`config.mk`:
```
export PLATFORM = sky130hd
export DESIGN_NAME = pulse_delay_stretch
export DESIGN_NICKNAME = d
export VERILOG_FILES = /design/src/rtl/pulse_delay_stretch.sv
export SDC_FILE = /design/constraint.sdc
export NUM_CORES = 1
export LEC_CHECK = 0
export CORE_MARGIN = 4
export CORE_UTILIZATION = 25
export CTS_CLUSTER_SIZE = 28
export DETAILED_ROUTE_END_ITERATION = 7
export GPL_ROUTABILITY_DRIVEN = 1
export MAX_ROUTING_LAYER = met4
export PLACE_DENSITY = 0.51
export SLEW_MARGIN = 5
export SYNTH_ARGS = -nofsm -noshare
export SYNTH_HDL_FRONTEND = slang
export SYNTH_SLANG_ARGS = --single-unit
export TNS_END_PERCENT = 50
```
`constraint.sdc`:
```
create_clock -name clk -period 2.7 [get_ports clk]
set_clock_uncertainty 0.2 [all_clocks]
set_input_delay 0.675 -clock clk [delete_from_list [all_inputs] [get_ports clk]]
set_output_delay 0.675 -clock clk [all_outputs]
set_load 0.02 [all_outputs]
```
`src/rtl/pulse_delay_stretch.sv`:
```
// ---------------------------------------------------------------------------
// pulse_delay_stretch
//
// Multi-channel programmable delay and pulse conditioner for the DAQ_SPI
// strobe and trigger paths. Each channel registers its input, passes it
// through a shift-register delay line, picks a tap selected by the delay
// setting, and then shapes the tapped signal in one of four modes:
//   00 DELAY   : output follows the tapped signal
//   01 STRETCH : retriggerable, adds L cycles after the tapped signal falls
//   10 ONESHOT : non-retriggerable, fixed L+1 cycle pulse per rising edge
//   11 FILTER  : passes only pulses longer than L cycles
// All channels share one configuration register set. The latency from in to
// out is (delay + 2) cycles in every mode.
//
// Ports:
//   clk       system clock, single domain
//   rst_n     asynchronous active-low reset
//   in        raw per-channel inputs, synchronous to clk
//   cfg_load  one-cycle strobe: latch cfg_* and flush the whole datapath
//   cfg_dly   delay in cycles, 0..DLY_DEPTH (larger values clamp)
//   cfg_len   stretch / filter length L
//   cfg_mode  shaping mode (see above)
//   out       conditioned outputs, registered
//   busy      per-channel counter non-zero, registered
// ---------------------------------------------------------------------------
module pulse_delay_stretch #(
    parameter int CH        = 4,
    parameter int DLY_DEPTH = 16,
    parameter int LEN_W     = 5,
    parameter int RST_DLY   = 0,
    parameter int RST_LEN   = 4,
    parameter int RST_MODE  = 1
) (
    input  logic                           clk,
    input  logic                           rst_n,
    input  logic [CH-1:0]                  in,
    input  logic                           cfg_load,
    input  logic [$clog2(DLY_DEPTH+1)-1:0] cfg_dly,
    input  logic [LEN_W-1:0]               cfg_len,
    input  logic [1:0]                     cfg_mode,
    output logic [CH-1:0]                  out,
    output logic [CH-1:0]                  busy
);

    localparam int DW = $clog2(DLY_DEPTH + 1);
    localparam logic [DW-1:0] DLY_MAX = DW'(DLY_DEPTH);

    typedef enum logic [1:0] {
        MODE_DELAY   = 2'b00,
        MODE_STRETCH = 2'b01,
        MODE_ONESHOT = 2'b10,
        MODE_FILTER  = 2'b11
    } mode_e;

    // -----------------------------------------------------------------------
    // Shared configuration registers
    // -----------------------------------------------------------------------
    logic [DW-1:0]    dly_q, dly_d;
    logic [LEN_W-1:0] len_q, len_d;
    mode_e            mode_q, mode_d;

    always_comb begin
        dly_d  = dly_q;
        len_d  = len_q;
        mode_d = mode_q;
        if (cfg_load) begin
            // Out-of-range delays clamp to the last tap of the line.
            dly_d  = (cfg_dly > DLY_MAX) ? DLY_MAX : cfg_dly;
            len_d  = cfg_len;
            mode_d = mode_e'(cfg_mode);
        end
    end

    always_ff @(posedge clk or negedge rst_n) begin
        if (!rst_n) begin
            dly_q  <= DW'(RST_DLY);
            len_q  <= LEN_W'(RST_LEN);
            mode_q <= mode_e'(2'(RST_MODE));
        end else begin
            dly_q  <= dly_d;
            len_q  <= len_d;
            mode_q <= mode_d;
        end
    end

    // -----------------------------------------------------------------------
    // Input register (all channels). The sample taken in a load cycle is
    // dropped so the new configuration starts from a clean pipeline.
    // -----------------------------------------------------------------------
    logic [CH-1:0] in_q, in_d;

    always_comb begin
        in_d = cfg_load ? '0 : in;
    end

    always_ff @(posedge clk or negedge rst_n) begin
        if (!rst_n) begin
            in_q <= '0;
        end else begin
            in_q <= in_d;
        end
    end

    // -----------------------------------------------------------------------
    // Per-channel delay line and shaper
    // -----------------------------------------------------------------------
    for (genvar gi = 0; gi < CH; gi++) begin : g_ch
        logic [DLY_DEPTH-1:0] sr_q, sr_d;
        logic [DLY_DEPTH:0]   taps;
        logic                 d;
        logic [LEN_W-1:0]     cnt_q, cnt_d;
        logic                 d_prev_q, d_prev_d;
        logic                 out_q, out_d;
        logic                 busy_q, busy_d;

        always_comb begin
            // taps[0] is in_q itself, taps[k] is in_q delayed by k cycles, so
            // the delay setting indexes the tap vector directly.
            taps     = {sr_q, in_q[gi]};
            d        = taps[dly_q];
            sr_d     = {sr_q[DLY_DEPTH-2:0], in_q[gi]};
            d_prev_d = d;
            busy_d   = (cnt_q != '0);
            cnt_d    = cnt_q;
            out_d    = 1'b0;

            case (mode_q)
                MODE_DELAY: begin
                    cnt_d = '0;
                    out_d = d;
                end
                MODE_STRETCH: begin
                    // Reload on every high cycle, so a new pulse during the
                    // tail restarts the L-cycle extension.
                    if (d) begin
                        cnt_d = len_q;
                    end else if (cnt_q != '0) begin
                        cnt_d = cnt_q - 1'b1;
                    end else begin
                        cnt_d = '0;
                    end
                    out_d = d | (cnt_q != '0);
                end
                MODE_ONESHOT: begin
                    // Rising edges are only honoured while idle; the cycle of
                    // the rise plus L counted cycles gives an L+1 pulse.
                    if ((cnt_q == '0) && d && !d_prev_q) begin
                        cnt_d = len_q;
                        out_d = 1'b1;
                    end else if (cnt_q != '0) begin
                        cnt_d = cnt_q - 1'b1;
                        out_d = 1'b1;
                    end else begin
                        cnt_d = '0;
                        out_d = 1'b0;
                    end
                end
                MODE_FILTER: begin
                    // Count consecutive high cycles, saturating at L; the
                    // output opens only once L high cycles have been seen.
                    if (d) begin
                        cnt_d = (cnt_q == len_q) ? len_q : cnt_q + 1'b1;
                    end else begin
                        cnt_d = '0;
                    end
                    out_d = d && (cnt_q == len_q);
                end
                default: begin
                    cnt_d = '0;
                    out_d = 1'b0;
                end
            endcase

            if (cfg_load) begin
                sr_d     = '0;
                cnt_d    = '0;
                d_prev_d = 1'b0;
                out_d    = 1'b0;
                busy_d   = 1'b0;
            end
        end

        always_ff @(posedge clk or negedge rst_n) begin
            if (!rst_n) begin
                sr_q     <= '0;
                cnt_q    <= '0;
                d_prev_q <= 1'b0;
                out_q    <= 1'b0;
                busy_q   <= 1'b0;
            end else begin
                sr_q     <= sr_d;
                cnt_q    <= cnt_d;
                d_prev_q <= d_prev_d;
                out_q    <= out_d;
                busy_q   <= busy_d;
            end
        end

        assign out[gi]  = out_q;
        assign busy[gi] = busy_q;
    end

endmodule

```
* Word-level counts from Yosys, hierarchy flattened
Cells that the tools add are included.
** Word-level totals
- Memories kept :: 0
- Output and inout bits :: 8
- Bits in writable memories :: 0
- Register bits :: 112
- ROM bits :: 0
- Bits in latches :: 0
- Input bits :: 19
** Operators by class
- Reduce and logical (&&, ||, !) cells :: 25
- Multiplexer cells :: 66
- Div/mod/pow operators :: 0
- Equality and inequality tests :: 7
- Add/sub/neg operators :: 8
- Bitwise operators :: 4
- Shifts and indexed selects :: 0
- Magnitude comparators :: 2
- $mul :: 0
** Operator list (count)
- 5-bit 2-to-1 mux :: 25
- 5-bit one-hot mux with 4 select lines :: 4
- 16-bit 2-to-1 mux :: 4
- 1-bit 2-to-1 mux :: 24
- 5-bit by 1-bit adder with 5-bit output (second input constant) :: 4
- 1-bit binary-select mux with 5-bit select :: 4
- 5-bit equality test :: 4
- 5-bit logical NOT :: 4
- 5-bit nonzero test :: 4
- 5-bit by 1-bit subtractor with 5-bit output (second input constant) :: 4
- 1-bit one-hot mux with 4 select lines :: 4
- 1-bit logical AND :: 12
- 5-bit by 6-bit less-than comparator with 1-bit output (second input constant) :: 1
- 5-bit > comparator (second input constant) :: 1
- 2-bit equality test (second input constant) :: 2
- 1-bit logical NOT :: 4
- 4-bit 2-to-1 mux :: 1
- 1-bit OR :: 4
- 2-bit by 1-bit equality test with 1-bit output (second input constant) :: 1
- 2-bit logical NOT :: 1

* Logic depth before layout (Yosys ltp)
- Depth after elaboration :: 7
- Gate-level depth with buffers :: 9
- Gate-level depth less buffers :: 8

* Worst setup path before layout
OpenSTA, ideal clock, no wires.
- Path kind :: reg-to-reg
- Start :: register len_q[2]
- End :: register g_ch[3].cnt_q[2]
- Path buffers :: 1
- Arrival :: 2.049 ns
- Setup slack :: 0.364 ns
- Data required time :: 2.413 ns
- Period minus slack after synthesis :: 2.336 ns
- Cell stages (with the launch flop) :: 8
- Path through :: dfstp_2 > clkbuf_1 > xor2_1 > nor4_2 > a31o_2 > a22oi_1 > or3_1 > o211ai_1
** Between the ends
- Cells in the longest elaborated chain, start to end :: 5
** Ends and longest elaborated chain
- from (decl) :: line 59 : logic [LEN_W-1:0] len_q, len_d;
- from (signal assigned) :: line 77 : len_q <= LEN_W'(RST_LEN);
- from (signal assigned) :: line 81 : len_q <= len_d;
- 5-bit equality test :: line 162 : cnt_d = (cnt_q == len_q) ? len_q : cnt_q + 1'b1;
- 5-bit 2-to-1 mux :: line 162
- 5-bit 2-to-1 mux :: line 161 : if (d) begin
- 5-bit one-hot mux with 4 select lines * :: line 127 : case (mode_q)
- 5-bit 2-to-1 mux * :: line 174 : if (cfg_load) begin
- named net g_ch[3].cnt_d[2] :: line 111 : logic [LEN_W-1:0] cnt_q, cnt_d;
- to (signal assigned) :: line 192 : cnt_q <= cnt_d;
- to (decl) :: line 111
The timed path passes the listed nets; every way through them passes the cells marked *.
A chain may end at the register's enable or synchronous reset.

* Worst setup path in the final report
- Start :: register dly_q[0]
- End :: register g_ch[1].out_q
** Between the ends
- Cells in the longest elaborated chain, start to end :: 7
** Ends and longest elaborated chain
- from (decl) :: line 58 : logic [DW-1:0] dly_q, dly_d;
- from (signal assigned) :: line 76 : dly_q <= DW'(RST_DLY);
- from (signal assigned) :: line 80 : dly_q <= dly_d;
- 1-bit binary-select mux with 5-bit select * :: line 120 : d = taps[dly_q];
- 1-bit 2-to-1 mux (not written as such) * :: line 120
- 1-bit logical AND (2 in a row) :: line 147 : if ((cnt_q == '0) && d && !d_prev_q) begin
- 1-bit 2-to-1 mux :: line 147
- 1-bit one-hot mux with 4 select lines * :: line 127
- 1-bit 2-to-1 mux * :: line 174
- named net g_ch[1].out_d :: line 113 : logic out_q, out_d;
- to (signal assigned) :: line 194 : out_q <= out_d;
- to (decl) :: line 113
The timed path passes the listed nets; every way through them passes the cells marked *. The select of a mux whose other input is x is not followed.

==> run summary <==
Of all cell types, the one taking the most synthesized area is dfrtp_1. After floorplanning, the core was sized to cover 22780 um2. The logs give 5821 um2 for the area of the mapped netlist and 2833 uW for the internal power.

Post-CTS repair changed the size of 0 cells. The run gives 1143 uW as the net switching power. The layer flagged by global routing as most heavily used is met2.

The global-route met1 utilization was 0.1441; the number of setup violations in the final report was 0. Setup repair after global routing left no endpoint under its margin. The number of fill cells in the layout was 2339; the largest net degree at the start of global routing was 81.

OpenSTA, run right after detailed placement, puts the worst setup slack at 0.2727 ns. The number of hold violations in the final report was 0. In the routed layout, each cell is associated on average with a via count of 4.567.

Across the run, the number of max-cap violations was 0. The length in cells of the worst reg-to-reg path is 8, and the final critical-path setup slack is 0.2354 ns. The share of synthesized flip-flops with an asynchronous set or reset is 1.000, and the maximum ir drop on the vdd rail is 0.0002856 V.

For this run, the detailed router's first-pass iteration total came to 5. The tools report the timing-limited maximum frequency as 405.7 MHz. After detailed routing, the average wire length per cell comes to 15.53 um. The initial standard-cell utilization of the core came out at 0.2555. Launch instance of the worst register-to-register path: dly_q[0].

Setup total negative slack on the finished layout was measured at 0 ns. Leaving out fill and tap cells, the most frequent cell in the layout is dfrtp_1. For the final count of pins violating max slew, the log shows 0.

The flow ran to the end, and the final reports show no timing, DRC or antenna violations. Clock-pin slew was measured on the worst setup and hold paths at 0.07 ns. The setup path with the least slack is of type reg2reg. The fraction of final layout cells with drive strength greater than 1 came out at 0.1343.

For the placed wire-length estimate, the log shows 10.05 mm. The average footprint of a synthesized cell is 10.54 um2, and the sequential cell fraction of total power is 0.460. The tools report the maximum count of clock buffers along a single path as 2. The run gives 2.72 ns as the critical path data required time.

The number of buffers and inverters on the critical path is 4. The worst register-to-register path has a setup slack of 0.24 ns. By area the synthesized netlist is led by dfrtp_1 (47%), nor2b_1 (7.7%), xnor2_1 (4.4%). STA classifies the critical path endpoint as a register. For the antenna diode count, the log shows 0.

The fraction of post-synthesis cell area in the top cell type by area was 0.4729. Buffers inserted to repair hold after CTS numbered 0. The combinational group share of total power was 0.208.

CTS built an H-tree with a depth of 3. The run gives 583 as the number of nets produced by synthesis. Input and output buffers added on the ports amount to 26. The worst path in the final design needs a cycle of 2.465 ns, including I/O delays and setup. For the pin with the worst max-slew slack, the measured transition is 0.7890 ns. For this design the static power due to leakage is 0.002872 uW. The tools report the floorplan row count as 55. The run gives 0 as the number of warnings reported in the yosys synthesis log.

The worst setup path is launched from a register. The cell family contributing the most delay on the critical path is buffers and inverters. The number of global-route vias before repair was 4382. At the end of the flow, the number of nets in the layout was 609. The number of different library cells used by synthesis comes to 62. In this run the critical register-to-register path is captured at g_ch[1].out_q. In this run the worst setup path terminates at g_ch[1].out_q. Clock latency on the worst-skew pair, taken at its later pin, is 0.36 ns. The path category of the worst min-delay check was in2async.

Counting buffers and inverters, the worst setup path is 8 cells deep. The overall fraction of global-route tracks in use came out at 0.1151. Biggest fanout along the worst timing path: 24. TritonCTS built the clock tree. Total I/O pin count: 27. The number of synthesized register bits is 112, and the routed via count is 4083. The predominant post-synthesis flop cell is dfrtp_1. In this run the vertical extent of the chip is 160.6 um. Walking the worst path, the cells encountered are buf_12 -> inv_1 -> a2111oi_0 -> buf_4 -> nor4_1 -> a21oi_1 -> buf_4 -> o32ai_1. The synthesis-to-finish area growth is 16.94%. The iteration-0 DRC count of the detailed router is 218. Cell chosen for the clock root: clkbuf_16.

In this run, CTS created clock tree buffers numbering 9. The tools report the worst-case headroom to the max-slew limit as 0.4740. The tools report the number of antenna violations at the first check in global routing as 0. The tools report the aggregate global routing overflow as 0.

The count of flip-flops with a built-in enable after synthesis is 0, and the wire length of the first global-routing pass is 23.36 mm. The floorplan step defined a die boundary enclosing 25790 um2. On the worst path, the slowest cell contributes a delay of 0.47 ns. The die outline width was 160.6 um. The final core area utilization is 0.2988. After detailed routing, the number of remaining DRC violations is 0.

For the final antenna-violating net count, the log shows 0. After clock tree synthesis, the setup repair step added 0 buffers. The critical-path cell with the highest stage delay is nor4_1.

For the part of the power in the clock network, the log shows 0.332. The logs give 0.1880 for the met2 layer usage reported by global route and 112 for the clock sink count. Leaving out fill and tap cells, the most frequent cells in the layout are dfrtp_1 (110), nor2b_1 (72), buf_4 (34), xnor2_1 (29), nand2_1 (26). The run gives 0.02771 as the met3 usage in global routing. The number of standard cells after synthesis is 552. Power spread over the standard cell area amounts to 584.1 nW/um2. The most critical setup path has its startpoint at dly_q[0]. The post-route fraction of the period consumed by the critical path came out at 0.9128. At the end of routability-driven placement, the weighted congestion stood at 0.8681. The share of total power consumed by net switching is 0.2875.

Part of the Yosys area used for sequential elements: 0.4819. The cell occurring most often along the worst timing path is buf_4. The run gives 2.49 ns as the worst path arrival time. The detailed-route wire length was 13.88 mm.
-- power groups by stage --
stage	clock network (uW)	logic [uW]	registers, uW
after detailed placement	0	831	1860
after global routing	1440	911	1840
final	1320	828	1830
after global placement	0	824	1860
after CTS	1370	832	1830
after floorplan	0	573	1810
-- logic make-up after synthesis --
logic type               Yosys count  synth area share
AND/OR/NAND/NOR                  177            0.1724
AO/OA/AOI/OAI                    115            0.1453
flip-flops                       112            0.4819
buffers and inverters             67           0.05567
XOR/XNOR                          38           0.05718
multiplexers                      31           0.06169
adder cells (fa/ha/maj)           12           0.02579
-- area by class of cell --
type | count | area (um2) | area share
Clock buffer | 10 | 229.0 | 0.03364
Clock inverter | 4 | 55.05 | 0.008088
Inverter | 21 | 78.83 | 0.01158
Multi-Input combinational cell | 373 | 2691 | 0.3954
Sequential cell | 112 | 2805 | 0.4121
Tap cell | 313 | 391.6 | 0.05754
Timing Repair Buffer | 61 | 555.5 | 0.08162
-- layer usage --
metal	up-vias	routed length, um
met5	-	0
met4	0	245
met3	20	391
met2	71	6706
met1	2009	6537
li1	1983	-
-- sequential cells by signal, indices dropped and copies added, names as in the netlist --
register	cells
g_ch.d_prev_q	4
g_ch.cnt_q	20
g_ch.busy_q	4
g_ch.sr_q	64
dly_q	5
g_ch.out_q	4
in_q	4
mode_q	2
len_q	5
-- stage by stage --
stage / instance area (um2) / power (uW) / cells / hold slack [ns]
final: 6807 / 3976 / 894 / 0.1075
after global routing: 6807 / 4192 / 894 / 0.1442
after CTS: 6807 / 4030 / 894 / 0.1263
after detailed placement: 6523 / 2692 / 880 / 0.2757
after global placement: 6523 / 2683 / 880 / 0.2699
after floorplan: 5821 / 2383 / 552 / 0.1794
-- worst min-delay path by stage --
stage / startpoint / end / slack [ns] / depth (start not counted)
final: rst_n / g_ch[2].sr_q[5] / 0.11 / 1
after global routing: rst_n / g_ch[2].sr_q[5] / 0.14 / 1
after CTS: rst_n / g_ch[2].sr_q[7] / 0.13 / 1
after floorplan: rst_n / dly_q[0] / 0.18 / 0
after global placement: g_ch[0].sr_q[2] / g_ch[0].sr_q[3] / 0.27 / 1
after detailed placement: g_ch[2].sr_q[5] / g_ch[2].sr_q[6] / 0.28 / 1
-- synth_stat cells (all sizes together), types with 16 or more instances --
master	count
dfrtp	110
nor2b	72
xnor2	29
clkbuf	28
nand2	26
a22oi	20
inv	20
buf	18
o22ai	18
nand3	17
mux2i	16
nor2	16
No activity file was read; power rests on OpenSTA's default activity.
